### config.mk
export PLATFORM = sky130hd
export DESIGN_NAME = pwm_compare
export DESIGN_NICKNAME = d
export VERILOG_FILES = /design/src/rtl/pwm_compare.sv
export SDC_FILE = /design/constraint.sdc
export NUM_CORES = 1
export LEC_CHECK = 0
export BUFFER_PORTS_ARGS = -buffer_cell sky130_fd_sc_hd__buf_2
export CORE_MARGIN = 8
export CORE_UTILIZATION = 40
export CTS_BUF_LIST = sky130_fd_sc_hd__clkbuf_2
export DETAILED_ROUTE_END_ITERATION = 12
export PLACE_DENSITY = 0.64
export SYNTH_ARGS = -nofsm -noshare
export SYNTH_HDL_FRONTEND = slang
export SYNTH_SLANG_ARGS = --single-unit
### constraint.sdc
create_clock -name clk -period 3.1 [get_ports clk]
set_input_delay 0.775 -clock clk [delete_from_list [all_inputs] [get_ports clk]]
set_output_delay 0.775 -clock clk [all_outputs]
set_load 0.05 [all_outputs]
### src/rtl/pwm_compare.sv
// PWM comparator fed by an external up counter value Q.
// Double-buffered duty register, wrap and match event pulses.
//
// Ports:
//   clk         : rising-edge clock, shared with the upstream counter
//   reset       : synchronous, active-high reset
//   Q           : count value from the upstream up counter (N bits)
//   duty_in     : new duty value offered for loading (N bits)
//   duty_valid  : duty_in is valid this cycle
//   duty_ready  : shadow register can accept a new duty value
//   pwm         : registered PWM output, high while Q < effective duty
//   wrap        : one-cycle pulse, counter wrapped (period boundary)
//   match       : one-cycle pulse, count reached the effective duty
//   duty_active : duty value currently applied (N bits)
`timescale 1ns/1ps
module pwm_compare #(
    parameter int N            = 8,
    parameter int DEFAULT_DUTY = 0
) (
    input  logic         clk,
    input  logic         reset,
    input  logic [N-1:0] Q,
    input  logic [N-1:0] duty_in,
    input  logic         duty_valid,
    output logic         duty_ready,
    output logic         pwm,
    output logic         wrap,
    output logic         match,
    output logic [N-1:0] duty_active
);

    localparam logic [N-1:0] LP_DEF_DUTY = N'(DEFAULT_DUTY);

    typedef enum logic {
        IDLE    = 1'b0,
        PENDING = 1'b1
    } state_t;

    state_t       r_state;
    logic [N-1:0] r_prev_q;
    logic [N-1:0] r_shadow;
    logic [N-1:0] r_duty_active;
    logic         r_pwm;
    logic         r_wrap;
    logic         r_match;

    logic         w_wrap_det;
    logic         w_apply;
    logic [N-1:0] w_eff_duty;
    logic         w_q_changed;

    // Any drop in count is a period boundary: normal rollover
    // as well as an upstream counter reset.
    assign w_wrap_det  = (Q < r_prev_q);
    assign w_apply     = (r_state == PENDING) && w_wrap_det;

    // A duty being applied governs the compare in its own cycle.
    assign w_eff_duty  = w_apply ? r_shadow : r_duty_active;

    // Only a fresh count value may match, so a stalled
    // counter yields a single pulse.
    assign w_q_changed = (Q != r_prev_q);

    always_ff @(posedge clk) begin
        if (reset) begin
            r_state       <= IDLE;
            r_prev_q      <= '0;
            r_shadow      <= '0;
            r_duty_active <= LP_DEF_DUTY;
            r_pwm         <= 1'b0;
            r_wrap        <= 1'b0;
            r_match       <= 1'b0;
        end else begin
            r_prev_q <= Q;
            r_wrap   <= w_wrap_det;
            r_pwm    <= (Q < w_eff_duty);
            r_match  <= (Q == w_eff_duty) && w_q_changed;

            case (r_state)
                // A load coinciding with a wrap is held for the next wrap.
                IDLE: begin
                    if (duty_valid) begin
                        r_shadow <= duty_in;
                        r_state  <= PENDING;
                    end
                end
                PENDING: begin
                    if (w_wrap_det) begin
                        r_duty_active <= r_shadow;
                        r_state       <= IDLE;
                    end
                end
            endcase
        end
    end

    assign duty_ready  = (r_state == IDLE) && !reset;
    assign pwm         = r_pwm;
    assign wrap        = r_wrap;
    assign match       = r_match;
    assign duty_active = r_duty_active;

endmodule

### Word level (Yosys, flattened, before mapping)

Cells that the tools add are included.

* order comparisons: 2
* muxes and demuxes: 4
* bitwise logic cells: 1
* reduce and logical (&&, ||, !) cells: 6
* equal/unequal tests: 2

Operator list (count)
* $lt 8x8->1: 2
* $eq 8x8->1: 1
* $mux 8: 1
* $ne 8x8->1: 1
* $reduce_and 2->1: 2
* $logic_and 1x1->1: 3
* $mux 1: 2
* $pmux 1 s2: 1
* $logic_not 1->1: 1
* $not 1->1: 1

* register bits after elaboration: 28
* word-level logic and storage cells: 22

### Longest topological paths before layout

Gate-level depths: netlist of the first run.

* word-level depth: 5
* depth in mapped cells: 15
* gate-level depth less buffers: 13

### Worst setup path after synthesis of the first run

No wires, ideal clock.

* path kind: input-to-reg
* from: in Q[1]
* to: reg r_pwm (netlist: pwm)
* required time: 2.985 ns
* setup slack: -0.230 ns
* arrival time: 3.216 ns
* stages on the path: 14
* cell sequence: ha_1 nor2b_4 o211ai_2 a21oi_2 nor4bb_2 buf_6 buf_12 mux2i_1 ha_1 nor2b_1 o21a_1 o21ai_0 a211oi_1 a2111oi_0

* word-level cells in the longest chain between the ends: 4

Ends and longest elaborated chain
* start: declaration: line 22 `input logic [N-1:0] Q,`
* $lt 8x8->1: line 54 `assign w_wrap_det = (Q < r_prev_q);`
* $logic_and 1x1->1: line 55 `assign w_apply = (r_state == PENDING) && w_wrap_det;`
* $mux 8: line 58 `assign w_eff_duty = w_apply ? r_shadow : r_duty_active;`
* $lt 8x8->1 (*): line 76 `r_pwm <= (Q < w_eff_duty);`
* end signal: assignment: line 76
* end: declaration: line 43 `logic r_pwm;`

Every way passes the cells marked *; elsewhere a longest branch is shown, timed or not.
A chain may end at the register's enable or synchronous reset.

### Final worst setup path of the first run

* from: in Q[5]
* to: reg r_pwm (netlist: pwm)

Same word-level chain as after synthesis.

==> results of run 1 <==
[worst register-to-register path, stage by stage (launching register included)]
cell	delay, ps
sky130_fd_sc_hd__dfxtp_1	370
sky130_fd_sc_hd__inv_1	50
sky130_fd_sc_hd__ha_4	240
sky130_fd_sc_hd__nor2b_4	120
sky130_fd_sc_hd__o211ai_2	170
sky130_fd_sc_hd__a21oi_2	100
sky130_fd_sc_hd__nor4bb_4	390
sky130_fd_sc_hd__buf_4	260
sky130_fd_sc_hd__mux2i_1	210
sky130_fd_sc_hd__ha_1	270
sky130_fd_sc_hd__o21a_1	120
sky130_fd_sc_hd__o21ai_1	150
sky130_fd_sc_hd__a211oi_1	100
sky130_fd_sc_hd__a2111oi_0	250
[Yosys cell counts (2+ instances only)]
library cell	n	area [um2]
sky130_fd_sc_hd__nand4_1	2	12.5
sky130_fd_sc_hd__nand2b_1	16	100
sky130_fd_sc_hd__mux2i_1	23	230
sky130_fd_sc_hd__a21oi_1	2	10.0
sky130_fd_sc_hd__nor2_1	14	52.6
sky130_fd_sc_hd__dfxtp_1	28	561
sky130_fd_sc_hd__inv_1	8	30.0
sky130_fd_sc_hd__clkbuf_1	5	18.8
sky130_fd_sc_hd__nor2b_1	10	62.6
sky130_fd_sc_hd__ha_1	16	200
[logic make-up after synthesis]
family / after synthesis / synth area share
simple gates: 50 / 0.204
flops: 28 / 0.387
mux: 24 / 0.167
fa+ha+maj: 16 / 0.138
buf+inv: 15 / 0.0552
compound gates: 10 / 0.0500
[power groups by stage]
stage / Combinational [mW] / Clock [mW] / Sequential (mW)
final: 0.163 / 0.220 / 0.389
after global routing: 0.181 / 0.242 / 0.393
after CTS: 0.163 / 0.230 / 0.390
after detailed placement: 0.162 / 0 / 0.396
after global placement: 0.157 / 0 / 0.396
after floorplan: 0.0967 / 0 / 0.408
[worst paths after layout]
path,slack (ps),depth (start not counted),startpoint,to
setup / recovery,120,13,Q[5],pwm
hold / removal,510,2,duty_active[2],duty_active[2]
setup reg to reg,230,13,r_prev_q[1],pwm
hold reg to reg,510,2,duty_active[2],duty_active[2]
[state kept, by name, summed over array words and instances, names as in the netlist]
name         count
duty_active      8
r_state          1
match            1
pwm              1
wrap             1
r_prev_q         8
r_shadow         8
[area by class of cell]
type	count	share of cell area
multi-input combinational	100	0.462
sequential	28	0.307
timing repair buffer	48	0.156
tap	48	0.0329
clock inverter	1	0.0165
inverter	8	0.0165
clock buffer	3	0.00823
[routing by layer]
layer,GRT usage,wire [um],vias to the layer above
met4,0.0404,17,0
met2,0.164,1220,21
li1,-,-,574
met1,0.131,1510,491
met3,0.0283,146,2
met5,0,0,-
[stage by stage]
stage          setup WS, ps  total power, mW  hold WS, ps  setup TNS, ps   util
4_1_cts                56.5            0.783          513              0  0.508
5_1_grt                7.75            0.816          525              0  0.510
3_5_place_dp           -348            0.559          484           -560  0.495
3_3_place_gp           -221            0.553          474           -346  0.495
6_report                124            0.772          507              0  0.510
2_1_floorplan         -96.1            0.505          461          -96.1      -
[placed cells by master, fill, tap and decap left out, types with 3 or more instances in the layout]
cell / n
sky130_fd_sc_hd__buf_4: 18
sky130_fd_sc_hd__nor2b_1: 10
sky130_fd_sc_hd__inv_1: 8
sky130_fd_sc_hd__ha_1: 14
sky130_fd_sc_hd__mux2i_1: 23
sky130_fd_sc_hd__nand2b_1: 16
sky130_fd_sc_hd__buf_2: 30
sky130_fd_sc_hd__nor2_1: 14
sky130_fd_sc_hd__dfxtp_1: 28
sky130_fd_sc_hd__clkbuf_2: 3
==> metrics.log, run 1 <==
[metrics] I/O pin total: 31
[metrics] DRC violations left: 0
[metrics] setup repair bufs after CTS: 0
[metrics] sequential share of the synthesized area: 0.387
[metrics] area overhead of the layout relative to synthesis: 25.8%
[metrics] relative contribution of the clock network to total power: 0.285
[metrics] power spent charging and discharging nets: 0.202 mW
[metrics] count of pins over their slew limit: 0
[metrics] post-layout min period: ~3000 ps
[metrics] required time at the worst-slack endpoint: 3370 ps
[metrics] worst setup path category: primary input to register
[metrics] total clock buffers created by CTS: 3
[metrics] Crit Path Max Fanout: 8
[metrics] total area of multi-input combinational cells: about 840 um2
[metrics] achievable frequency: between 300 and 400 MHz
[metrics] hold_buf cts: 0
[metrics] tightest slew margin relative to the limit: 0.632
[metrics] combinational fraction of design power: 0.211
[metrics] Crit path largest cell delay: between 300 and 400 ps
[metrics] number of flops mapped to enable cells by yosys: 0
[metrics] crit end category: register
[metrics] Hold/Removal Path Class: register to register
[metrics] grt ovf: 0
[metrics] wire length of the first global-routing pass: 5140 um
[metrics] Internal Dissipation: between 0.5 and 0.6 mW
[metrics] number of hold violations in the final report: 0
[metrics] initial antenna violation count: 0
[metrics] Worst Path Arrival: about 3300 ps
[metrics] # setup viols final: 0
[metrics] master of the slowest instance on the critical path: sky130_fd_sc_hd__nor4bb_4
[metrics] flip-flop and latch count after synthesis: 28
[metrics] most frequent cell on the critical path: sky130_fd_sc_hd__o21ai_1
[metrics] number of I/O port buffers: 30
[metrics] initial core utilization: 0.405
[metrics] H-tree level count: 1
[metrics] antenna diode count: 0
[metrics] unrepaired setup endpoints after global routing: no
[metrics] post-route cell area: approximately 1800 um2
[metrics] Bufs and invs on worst path: 2
[metrics] Final Non-Filler Cells: 236
[metrics] status: finished, final reports clean
[metrics] via count of the first global-routing pass: ~1200
[metrics] number of distinct standard cells referenced by the synthesized netlist: 29
[metrics] CTS Root Buffer Type: sky130_fd_sc_hd__clkbuf_2
[metrics] area of the mapped netlist: about 1500 um2
[metrics] via total after detailed routing: 1088
[metrics] share of layout cells above drive strength 1: 0.314
[metrics] total core area: ~3600 um2
[metrics] Max Cap Violations: 0
[metrics] Yosys warnings: 0
[metrics] Total Wirelength: between 2000 and 3000 um
[metrics] footprint of the flip-flops and latches: around 560 um2
[metrics] gate count of the mapped netlist: 143
[metrics] Syn Area/Cell: just over 10 um2
[metrics] clock transition time at the flip-flop clock pins of the worst setup and hold paths: 270 ps
[metrics] clock net sink count: 28
[metrics] height of the die: approximately 76 um
[metrics] Post-Syn Nets: 178
[metrics] Detailed Routing Iterations Pass 1: 4
[metrics] standard-cell rows: 22
[metrics] number of nets with antenna violations after detailed routing: 0
[metrics] family of cells with the greatest summed delay on the critical path: compound AO/OA/AOI/OAI gates
[metrics] Post-Place Cells: about 230
[metrics] Overall Global Routing Usage: 0.104
[metrics] dominant register cell in the synthesized netlist: sky130_fd_sc_hd__dfxtp_1
[metrics] hpwl dp: approximately 2300 um
[metrics] pin count of the biggest net entering global routing: 38
[metrics] chip width: ~76 um
[metrics] initial detailed-routing violation count: 20
[metrics] post-route clock skew: 9.90 ps
[metrics] Placement Cell Area: 1770 um2
[metrics] clock tree from TritonCTS: done
[metrics] routability cong.: between 0.7 and 0.8
[metrics] Period Utilization, post-route: 0.960
[metrics] Resize count post-CTS: 0
[metrics] power share of the sequential group: 0.504
[metrics] maximum number of buffers from clock root to sink: 2
[metrics] Post-synth ARST share: 0
[metrics] count of filler cells inserted in the layout: 351
[metrics] latest clock arrival within the worst-skew pair: roughly 360 ps
[metrics] detailed-route vias per instance: between 4 and 5
[metrics] IR Drop Worst-Case VDD: between 200 and 250 uV
[metrics] die area: approximately 5800 um2
[metrics] Slew @ Worst Pin: approximately 550 ps
[metrics] switching power as a share of total power: 0.262
[metrics] power density over cell area: 423 nW/um2
[metrics] fin nets: between 200 and 250
[metrics] startpoint types: primary input
[metrics] leakage component of the power: 0.808 nW
[metrics] Wirelength per Cell: between 10 and 15 um
[metrics] Cell Chain, Critical Path: buf_2 > ha_4 > a21oi_1 > nor2b_1 > o21ai_1 > nor4bb_4 > buf_4 > mux2i_1 > ha_1 > o21a_1 > o21ai_1 > a211oi_1 > a2111oi_0
Power figures use the tool's default switching activity.
==> inputs of run 2 (changes only) <==
--- a/config.mk
+++ b/config.mk
@@ -11,6 +11,7 @@
 export CTS_BUF_LIST = sky130_fd_sc_hd__clkbuf_2
 export DETAILED_ROUTE_END_ITERATION = 12
 export PLACE_DENSITY = 0.64
+export RECOVER_POWER = 100
 export SYNTH_ARGS = -nofsm -noshare
 export SYNTH_HDL_FRONTEND = slang
 export SYNTH_SLANG_ARGS = --single-unit
==> run 2 against run 1 <==
Sequential cell count is the same. Final cell count is the same. Sequential share of layout area grew 0.45 points. Core utilization shrank 0.73 points. Critical path depth is the same. Critical path type unchanged. Highest routed layer unchanged.
==> metrics.log, run 2 (synthesis results as in run 1) <==
[metrics] Internal Dissipation: 0.566 mW (-0.68%)
[metrics] leading cell types in the layout, fill and taps excluded: 28 x sky130_fd_sc_hd__dfxtp_1, 23 x sky130_fd_sc_hd__mux2i_1, 18 x sky130_fd_sc_hd__buf_2
[metrics] wire length of the first global-routing pass: 5140 um (unchanged)
[metrics] DRC violations left: 0 (unchanged)
[metrics] number of hold violations in the final report: 0 (unchanged)
[metrics] required time at the worst-slack endpoint: 3370 ps (about the same)
[metrics] CTS Root Buffer Type: sky130_fd_sc_hd__clkbuf_2
[metrics] master of the slowest instance on the critical path: sky130_fd_sc_hd__nor4bb_4
[metrics] achievable frequency: 337 MHz (+0.40%)
[metrics] Post-Place Cells: 231 (unchanged)
[metrics] area overhead of the layout relative to synthesis: 24.0%
[metrics] H-tree level count: 1 (unchanged)
[metrics] most frequent standard cell in the layout excluding fill and tap cells: sky130_fd_sc_hd__dfxtp_1
[metrics] Util after Layout: 0.502 (-0.00734)
[metrics] Wirelength per Cell: 12.3 um (unchanged)
[metrics] Crit path largest cell delay: 340 ps (about the same)
[metrics] most frequent cell on the critical path: sky130_fd_sc_hd__o21ai_1
[metrics] Pwr Total: 0.770 mW (-0.26%)
[metrics] initial core utilization: 0.405 (unchanged)
[metrics] share of layout cells above drive strength 1: 0.234 (-0.0798)
[metrics] Detailed Routing Iterations Pass 1: 4 (unchanged)
[metrics] count of pins over their slew limit: 0 (unchanged)
[metrics] I/O pin total: 31 (unchanged)
[metrics] latest clock arrival within the worst-skew pair: 370 ps (about the same)
[metrics] Bufs and invs on worst path: 2 (unchanged)
[metrics] # setup viols final: 0 (unchanged)
[metrics] via count of the first global-routing pass: 1207 (unchanged)
[metrics] Register-to-Register Setup Slack: 220 ps (about the same)
[metrics] hold_buf cts: 0 (unchanged)
[metrics] relative contribution of the clock network to total power: 0.288 (+0.003)
[metrics] family of cells with the greatest summed delay on the critical path: compound AO/OA/AOI/OAI gates
[metrics] chip width: 76.2 um (unchanged)
[metrics] crit end category: register
[metrics] height of the die: 76.2 um (unchanged)
[metrics] initial antenna violation count: 0 (unchanged)
[metrics] number of I/O port buffers: 30 (unchanged)
[metrics] power share of the sequential group: 0.506 (+0.002)
[metrics] standard-cell rows: 22 (unchanged)
[metrics] Hold/Removal Path Class: register to register
[metrics] Period Utilization, post-route: 0.956 (-0.00380)
[metrics] Max Cap Violations: 0 (unchanged)
[metrics] tightest slew margin relative to the limit: 0.597 (-0.0348)
[metrics] combinational fraction of design power: 0.206 (-0.005)
[metrics] antenna diode count: 0 (unchanged)
[metrics] hpwl dp: 2310 um (unchanged)
[metrics] leakage component of the power: 0.746 nW (-7.7%)
[metrics] clock net sink count: 28 (unchanged)
[metrics] Worst Path Arrival: 3240 ps (about the same)
[metrics] Total Wirelength: 2900 um (unchanged)
[metrics] via total after detailed routing: 1091 (+0.28%)
[metrics] initial detailed-routing violation count: 31 (+55%)
[metrics] IR Drop Worst-Case VDD: 246 uV (about the same)
[metrics] post-route clock skew: 15.8 ps (+5.85 ps)
[metrics] worst setup path category: primary input to register
[metrics] die area: 5810 um2 (unchanged)
[metrics] detailed-route vias per instance: 4.62 (+0.28%)
[metrics] dpl ws: -348 ps (unchanged)
[metrics] maximum number of buffers from clock root to sink: 2 (unchanged)
[metrics] clock tree from TritonCTS: done
[metrics] total core area: 3580 um2 (unchanged)
[metrics] Crit Path Max Fanout: 8 (unchanged)
[metrics] unrepaired setup endpoints after global routing: no
[metrics] Slew @ Worst Pin: 604 ps (+52.2 ps)
[metrics] grt ovf: 0 (unchanged)
[metrics] number of nets with antenna violations after detailed routing: 0 (unchanged)
[metrics] post-layout min period: 2960 ps (-11.8 ps)
[metrics] Final Non-Filler Cells: 236 (unchanged)
[metrics] clock transition time at the flip-flop clock pins of the worst setup and hold paths: 280 ps (about the same)
[metrics] switching power as a share of total power: 0.265 (+0.00311)
[metrics] power spent charging and discharging nets: 0.204 mW (+0.92%)
[metrics] Resize count post-CTS: 0 (unchanged)
[metrics] startpoint types: primary input
[metrics] count of filler cells inserted in the layout: 358 (+2.0%)
[metrics] status: finished, final reports clean
[metrics] Overall Global Routing Usage: 0.104 (unchanged)
[metrics] pin count of the biggest net entering global routing: 38 (unchanged)
[metrics] final-layout worst hold slack: 507 ps (+0.00800 ps)
[metrics] worst path setup slack after routing: 136 ps (+11.8 ps)
[metrics] Cell Chain, Critical Path: buf_2 > ha_4 > a21oi_1 > nor2b_1 > o21ai_1 > nor4bb_4 > buf_4 > mux2i_1 > ha_1 > o21a_1 > o21ai_1 > a211oi_1 > a2111oi_0
[metrics] power density over cell area: 428 nW/um2 (+1.2%)
[metrics] routability cong.: 0.799 (unchanged)
[metrics] total clock buffers created by CTS: 3 (unchanged)
[metrics] fin nets: 224 (unchanged)
[run 2: per-stage QoR]
step,setup TNS [ps],area [um2]
after floorplan,-96.1,1480
after global placement,-346,1770
after detailed placement,-560,1770
after CTS,0,1820
after global routing,0,1800
final,0,1800
[run 2: worst register-to-register path, delay by kind of cell, from the launching register on]
kind	cells	cell delay [ps]
flops	1	370
mux	1	210
compound gates	6	890
simple gates	2	510
buf+inv	2	300
fa+ha+maj	2	510
[run 2: power groups by stage]
stage                     combinational (mW)  clock (mW)  sequential [mW]
after floorplan                       0.0967           0            0.408
after global placement                 0.157           0            0.396
after detailed placement               0.162           0            0.396
after CTS                              0.163       0.230            0.390
after global routing                   0.177       0.242            0.393
final                                  0.159       0.222            0.390
[run 2: path summary, 6_finish.rpt]
check                   endpoint  depth (start not counted)         from
setup / recovery             pwm                         13         Q[5]
hold / removal    duty_active[4]                          2  r_shadow[4]
setup reg to reg             pwm                         13  r_prev_q[1]
hold reg to reg   duty_active[4]                          2  r_shadow[4]
[run 2: repair_timing]
action                     in CTS  in global routing
hold endpoints to repair        0                  0
setup buffers                   0                  1
setup endpoints to repair       0                  2
[run 2: cell type report]
cell class | count | area (um2) | share of cell area
tap | 48 | 60.1 | 0.0334
sequential | 28 | 561 | 0.312
multi-input combinational | 100 | 843 | 0.469
timing repair buffer | 48 | 259 | 0.144
inverter | 8 | 30.0 | 0.0167
clock buffer | 3 | 15.0 | 0.00835
clock inverter | 1 | 30.0 | 0.0167
[run 2: layer usage]
metal	vias to the layer above	GRT usage	wire length [um]
li1	575	-	-
met1	493	0.131	1520
met2	21	0.164	1230
met3	2	0.0283	138
met4	0	0.0404	17
met5	-	0	0
